File: src/rtl/wb_unit.sv
// wb_unit: writeback stage. Arbitrates ALU results and load returns onto the
// register file write port, extracts load data with sign/zero extension, and
// keeps a pending-write scoreboard for the issue stage.
// Build option: define WB_BYPASS_EN to forward the in-flight write to the
// register-file read ports. Otherwise the read data passes straight through.
module wb_unit #(
   parameter int unsigned XLEN         = 32,
   parameter int unsigned STARVE_LIMIT = 4
) (
   input  logic            clk,
   input  logic            rst,
   input  logic            alu_valid,
   output logic            alu_ready,
   input  logic [4:0]      alu_rd,
   input  logic [XLEN-1:0] alu_result,
   input  logic            mem_valid,
   output logic            mem_ready,
   input  logic [4:0]      mem_rd,
   input  logic [XLEN-1:0] mem_rdata,
   input  logic [2:0]      mem_funct3,
   input  logic [1:0]      mem_addr_lo,
   input  logic            issue_valid,
   input  logic [4:0]      issue_rd,
   output logic [31:0]     pending,
   output logic [4:0]      rd_addr,
   output logic [XLEN-1:0] wr_data,
   output logic            wr_en,
   input  logic [4:0]      rs1_addr,
   input  logic [4:0]      rs2_addr,
   input  logic [XLEN-1:0] rf_rs1_data,
   input  logic [XLEN-1:0] rf_rs2_data,
   output logic [XLEN-1:0] rs1_data,
   output logic [XLEN-1:0] rs2_data
);

   logic [3:0]      starve_cnt;
   logic            force_alu;
   logic            alu_acc;
   logic            mem_acc;
   logic            wb_fire;
   logic [4:0]      wb_rd;
   logic [XLEN-1:0] wb_data;
   logic [XLEN-1:0] load_data;
   logic [31:0]     ld_shifted;
   logic [7:0]      ld_byte;
   logic [15:0]     ld_half;
   logic [31:0]     pending_nxt;

   // Arbitration: loads win unless the ALU has been stalled long enough.
   // Ready never looks at the requester's own valid.
   always_comb begin
      force_alu = (starve_cnt == 4'(STARVE_LIMIT));
      mem_ready = !force_alu;
      alu_ready = force_alu || !mem_valid;
      alu_acc   = alu_valid && alu_ready;
      mem_acc   = mem_valid && mem_ready;
      wb_fire   = alu_acc || mem_acc;
      wb_rd     = mem_acc ? mem_rd : alu_rd;
      wb_data   = mem_acc ? load_data : alu_result;
   end

   // Load extraction: select byte/half by offset, then sign or zero extend.
   always_comb begin
      ld_shifted = mem_rdata[31:0] >> {mem_addr_lo, 3'b000};
      ld_byte    = ld_shifted[7:0];
      ld_half    = mem_addr_lo[1] ? mem_rdata[31:16] : mem_rdata[15:0];
      case (mem_funct3)
         3'b000:  load_data = {{(XLEN-8){ld_byte[7]}}, ld_byte};
         3'b001:  load_data = {{(XLEN-16){ld_half[15]}}, ld_half};
         3'b100:  load_data = {{(XLEN-8){1'b0}}, ld_byte};
         3'b101:  load_data = {{(XLEN-16){1'b0}}, ld_half};
         default: load_data = mem_rdata;
      endcase
   end

   // Starve counter: counts consecutive stalled ALU cycles, saturating.
   always_ff @(posedge clk or posedge rst) begin
      if (rst) begin
         starve_cnt <= '0;
      end else if (alu_valid && !alu_ready) begin
         if (starve_cnt != 4'(STARVE_LIMIT)) starve_cnt <= starve_cnt + 4'd1;
      end else begin
         starve_cnt <= '0;
      end
   end

   // Writeback register: capture accepted result; x0 writes are dropped.
   always_ff @(posedge clk or posedge rst) begin
      if (rst) begin
         rd_addr <= '0;
         wr_data <= '0;
         wr_en   <= 1'b0;
      end else begin
         wr_en <= wb_fire && (wb_rd != 5'd0);
         if (wb_fire) begin
            rd_addr <= wb_rd;
            wr_data <= wb_data;
         end
      end
   end

   // Scoreboard next state: clear on writeback, then set on issue so set wins.
   always_comb begin
      pending_nxt = pending;
      if (wr_en) pending_nxt[rd_addr] = 1'b0;
      if (issue_valid) pending_nxt[issue_rd] = 1'b1;
      pending_nxt[0] = 1'b0;
   end

   // Scoreboard register.
   always_ff @(posedge clk or posedge rst) begin
      if (rst) pending <= '0;
      else     pending <= pending_nxt;
   end

`ifdef WB_BYPASS_EN
   // Forward the in-flight write to decode one cycle before the file has it.
   always_comb begin
      rs1_data = (wr_en && rs1_addr == rd_addr && rd_addr != 5'd0) ? wr_data : rf_rs1_data;
      rs2_data = (wr_en && rs2_addr == rd_addr && rd_addr != 5'd0) ? wr_data : rf_rs2_data;
   end
`else
   // Read data passes straight through.
   always_comb begin
      rs1_data = rf_rs1_data;
      rs2_data = rf_rs2_data;
   end
`endif

endmodule

File: config.mk
export PLATFORM = sky130hd
export DESIGN_NAME = wb_unit
export DESIGN_NICKNAME = d
export VERILOG_FILES = /design/src/rtl/wb_unit.sv
export SDC_FILE = /design/constraint.sdc
export NUM_CORES = 1
export LEC_CHECK = 0
export BUFFER_PORTS_ARGS = -buffer_cell sky130_fd_sc_hd__buf_4
export CAP_MARGIN = 0
export CORE_AREA = 2 2 172 90
export CTS_CLUSTER_DIAMETER = 200
export DETAILED_ROUTE_END_ITERATION = 6
export DIE_AREA = 0 0 174 92
export SLEW_MARGIN = 20
export SYNTH_ARGS = -nofsm -noshare
export SYNTH_HDL_FRONTEND = slang
export SYNTH_SLANG_ARGS = --single-unit
File: constraint.sdc
create_clock -name clk -period 5.8 [get_ports clk]
set_input_delay 0.87 -clock clk [delete_from_list [all_inputs] [get_ports clk]]
set_output_delay 0.87 -clock clk [all_outputs]
set_load 0.03 [all_outputs]
# == After elaboration in Yosys (flattened, before gate mapping) ==
# Cells that the tools add are included.
# op_classes
div,0
mux,12
n_eq_ne,6
order_cmp,4
shift,1
n_reduce_logical,13
n_bitwise,3
multipliers,0
n_addsub,1
# op_table
op,n
$pmux W32 S4,1
$mux W32,3
$and A32 B32 Y32,1
$not A32 Y32,1
$or A32 B32 Y32,1
$shr A32 B5 Y8,1
$mux W16,1
$lt A5 B6 Y1 const B,2
$demux W1 S5,2
$ge A5 B1 Y1 const B,2
$mux W4,2
$eq A3 B3 Y1 const B,2
$logic_and A1 B1 Y1,6
$mux W5,1
$reduce_bool A5 Y1,1
$add A4 B1 Y4 const B,1
$eq A4 B3 Y1 const B,1
$ne A4 B3 Y1 const B,1
$eq A3 B1 Y1 const B,1
$logic_not A1 Y1,3
$logic_not A3 Y1,1
$logic_or A1 B1 Y1,2
$mux W1,2
$ne A2 B1 Y1 const B,1
# totals
output_inout_bits,136
ram_bits,0
register_bits,73
romBits,0
elab_cells,45
latchBits,0
mem_count,0
input_bits,163

# == Logic depth before layout (Yosys ltp) ==
# depth
word_depth,9
depth_mapped,8
mapped_depth_nobuf,7

# == Worst setup path before layout ==
# OpenSTA, ideal clock, no wires.
# synth_path
kind,register to output
start,reg starve_cnt[0]
end,out alu_ready
path_stages_with_launch,8
n_path_buf,2
slack_ns,3.051
arrival_ns,1.879
t_required_ns,4.930
cell_sequence,dfrtp_1 > inv_1 > ha_1 > nand3b_1 > and2_1 > buf_2 > clkinv_1 > clkbuf_1
# synth_via
elab_chain_len,2
# synth_rtl
element,line,source
start: declaration,36,logic [3:0] starve_cnt;
start signal: assignment,81,if (starve_cnt != 4'(STARVE_LIMIT)) starve_cnt <= starve_cnt + 4'd1;
$eq A4 B3 Y1,52,force_alu = (starve_cnt == 4'(STARVE_LIMIT));
$logic_or A1 B1 Y1,54,alu_ready = force_alu || !mem_valid;
end: declaration,13,"output logic alu_ready,"
# Every way passes these cells.

# == Worst setup path after layout ==
# Ends and elaborated chain as after synthesis.

==> results.json <==
{
  "gp_congestion": 0.831,
  "io_buffers": 159,
  "synth_edf_count": 0,
  "cts_hold_buf": 0,
  "ys_warn_count": 0,
  "status": "finished clean",
  "globalRouteOverflowTotal": 0,
  "drtPass1Iterations": 5,
  "drive_gt1_share_pct": 34.3,
  "yosysTopAreaCell": "dfrtp_1",
  "cp-start-kind": "flip-flop",
  "synth_nets": 618,
  "p_int_w": 0.00124,
  "synth.most_common_cell": "o21ai_0",
  "fin_setup_tns_ns": 0,
  "setup_viol": 0,
  "totalPowerFinal_w": 0.00195,
  "crit_slowest_cell": "clkinv_1",
  "synth_area_um2": 4280,
  "ys_ff_latch": 73,
  "path_cells": "inv_1 -> ha_1 -> nand3b_1 -> and2_1 -> clkinv_1 -> buf_4",
  "critPathRequiredTime_ns": 4.93,
  "fin_nets": 700,
  "p_switching_w": 0.000715,
  "clock_sinks": 73,
  "avgSynthCellArea_um2": 9.45,
  "rsz0062_at_grt": "no",
  "seq_power_share_pct": 35.0,
  "grt_max_degree": 74,
  "core_area_um2": 14700,
  "first_global_vias": 3673,
  "grt_usage_pct": 18.2,
  "synthCells": 453,
  "ir_drop_mv": 0.122,
  "fin_util_pct": 37.0,
  "antenna_found_initial": 0,
  "swShare_pct": 36.6,
  "synth_cell_types": 37,
  "ctsResizeCount": 0,
  "hp-class": "reg2reg",
  "ant_nets": 0,
  "timing.final.ws_setup_ns": 2.70,
  "yosysSeqAreaShare_pct": 42.7,
  "dp_hpwl_mm": 11.1,
  "dp_worst_setup_slack_ns": 2.97,
  "yosys_most_used_dff": "dfrtp_1",
  "clock_skew_ns": 0.00647,
  "grt_pass1_wl_mm": 22.2,
  "n_antenna_cell": 0,
  "leakage_nw": 2.44,
  "h-tree-depth": 3,
  "slowest_delay_ns": 0.53,
  "cp_top_family": "buffers and inverters",
  "die_y_um": 92,
  "cp_max_fo": 19,
  "via_count": 3839,
  "finalHoldViolCount": 0,
  "synthArstFlopShare_pct": 100,
  "drt_iter0_markers": 354,
  "power_density_nw_per_um2": 358,
  "io_pins": 299,
  "crit_type": "reg2out",
  "numCtsBuffers": 9,
  "cts_setup_buffers": 0,
  "fin_crit_sh_pct": 53.5,
  "clockRootBuffer": "clkbuf_16",
  "combPwrFrac_pct": 34.2,
  "clkTransAtPathRegs_ns": 0.06,
  "avgViaCountPerCell": 5.17,
  "clk_latency_ns": 0.33,
  "initial_core_util_pct": 29.1,
  "die_x_um": 174,
  "area_growth_pct": 27.4,
  "cts_tree": "built",
  "routedWlPerCell_um": 19.8,
  "path_buf_inv": 3,
  "fmax_mhz": 322,
  "crit_arrival_ns": 2.23,
  "ys_top_cells_by_count": "85 x o21ai_0, 73 x dfrtp_1, 65 x buf_4, 44 x mux2i_1, 35 x nand2_1",
  "maxCapViolCount": 0,
  "netlist.area_leader.share_pct": 42.7,
  "synth_area_leaders": "dfrtp_1 43%, buf_4 11%, mux2i_1 10%",
  "max_slew_margin_pct": 34.4,
  "cts.path.max_buffers": 2,
  "fin_crit_ns": 3.10,
  "rows": 32,
  "drt-total-wl_mm": 14.7,
  "setup.worst_path.end_class": "primary output",
  "drc": 0,
  "drv_slew": 0,
  "p_clk_share_pct": 30.8,
  "tightest_slew_ns": 0.984,
  "die-area_um2": 16000
}
-- power groups by stage --
stage	clock network (W)	registers [W]	logic, W
finish	0.000601	0.000683	0.000668
global route	0.000638	0.000696	0.000710
CTS	0.000617	0.000683	0.000667
detailed placement	0	0.000690	0.000665
global placement	0	0.000687	0.000656
floorplan	0	0.000887	0.000246
-- cell usage in the layout (no fill, tap or decap), drive strengths merged, types with 10 or more instances in the layout --
cell type  netlist  final
dfrtp           73     73
o21ai           85     85
clkbuf          18     10
buf             72    161
a21oi           16     16
nand2           35     35
mux2i           44     44
a22oi           16     16
nand3b          18     18
-- flip-flops by register name (all words and copies together), names as in the netlist --
register    flops
rd_addr         5
wr_en           1
pending        31
wr_data        32
starve_cnt      4
-- cell type report --
cell class	count	area [µm²]
Timing Repair Buffer	161	1210
Fill cell	1519	9280
Multi-Input combinational cell	284	1830
Inverter	6	22.5
Tap cell	204	255
Clock buffer	10	229
Clock inverter	5	81.3
Sequential cell	73	1830
-- worst paths after layout --
check | from | to | slack, ns | depth (start not counted)
worst max-delay path | starve_cnt[0] | alu_ready | 2.70 | 6
min in group asynchronous | rst | rd_addr[2] | 0.85 | 3
max in group asynchronous | rst | wr_data[1] | 4.31 | 3
worst min-delay path | starve_cnt[0] | starve_cnt[0] | 0.49 | 1
worst min register to register | starve_cnt[0] | starve_cnt[0] | 0.49 | 1
worst max register to register | starve_cnt[0] | wr_data[7] | 3.54 | 7
-- cell families after synthesis --
logic type / synth area share, %
AND/OR/NAND/NOR: 12.0
other: 0.0876
multiplexers: 11.2
flip-flops: 42.7
buffers and inverters: 14.5
XOR/XNOR: 0.409
AO/OA/AOI/OAI: 18.6
adder cells (fa/ha/maj): 0.584
-- metrics by stage --
stage / cells / instance area (µm²) / hold WS (ns)
finish: 743 / 5460 / 0.494
global route: 743 / 5460 / 0.513
CTS: 743 / 5460 / 0.494
detailed placement: 728 / 5150 / 0.479
global placement: 728 / 5150 / 0.467
floorplan: 453 / 4280 / 0.451
-- layer usage --
metal | GRT usage, % | routed length (µm) | vias up
met5 | 0 | 0 | -
met4 | 3.92 | 60 | 0
met3 | 7.79 | 1820 | 4
met2 | 20.8 | 5340 | 234
met1 | 29.3 | 7530 | 1882
li1 | - | - | 1719
No activity file was read; power rests on OpenSTA's default activity.
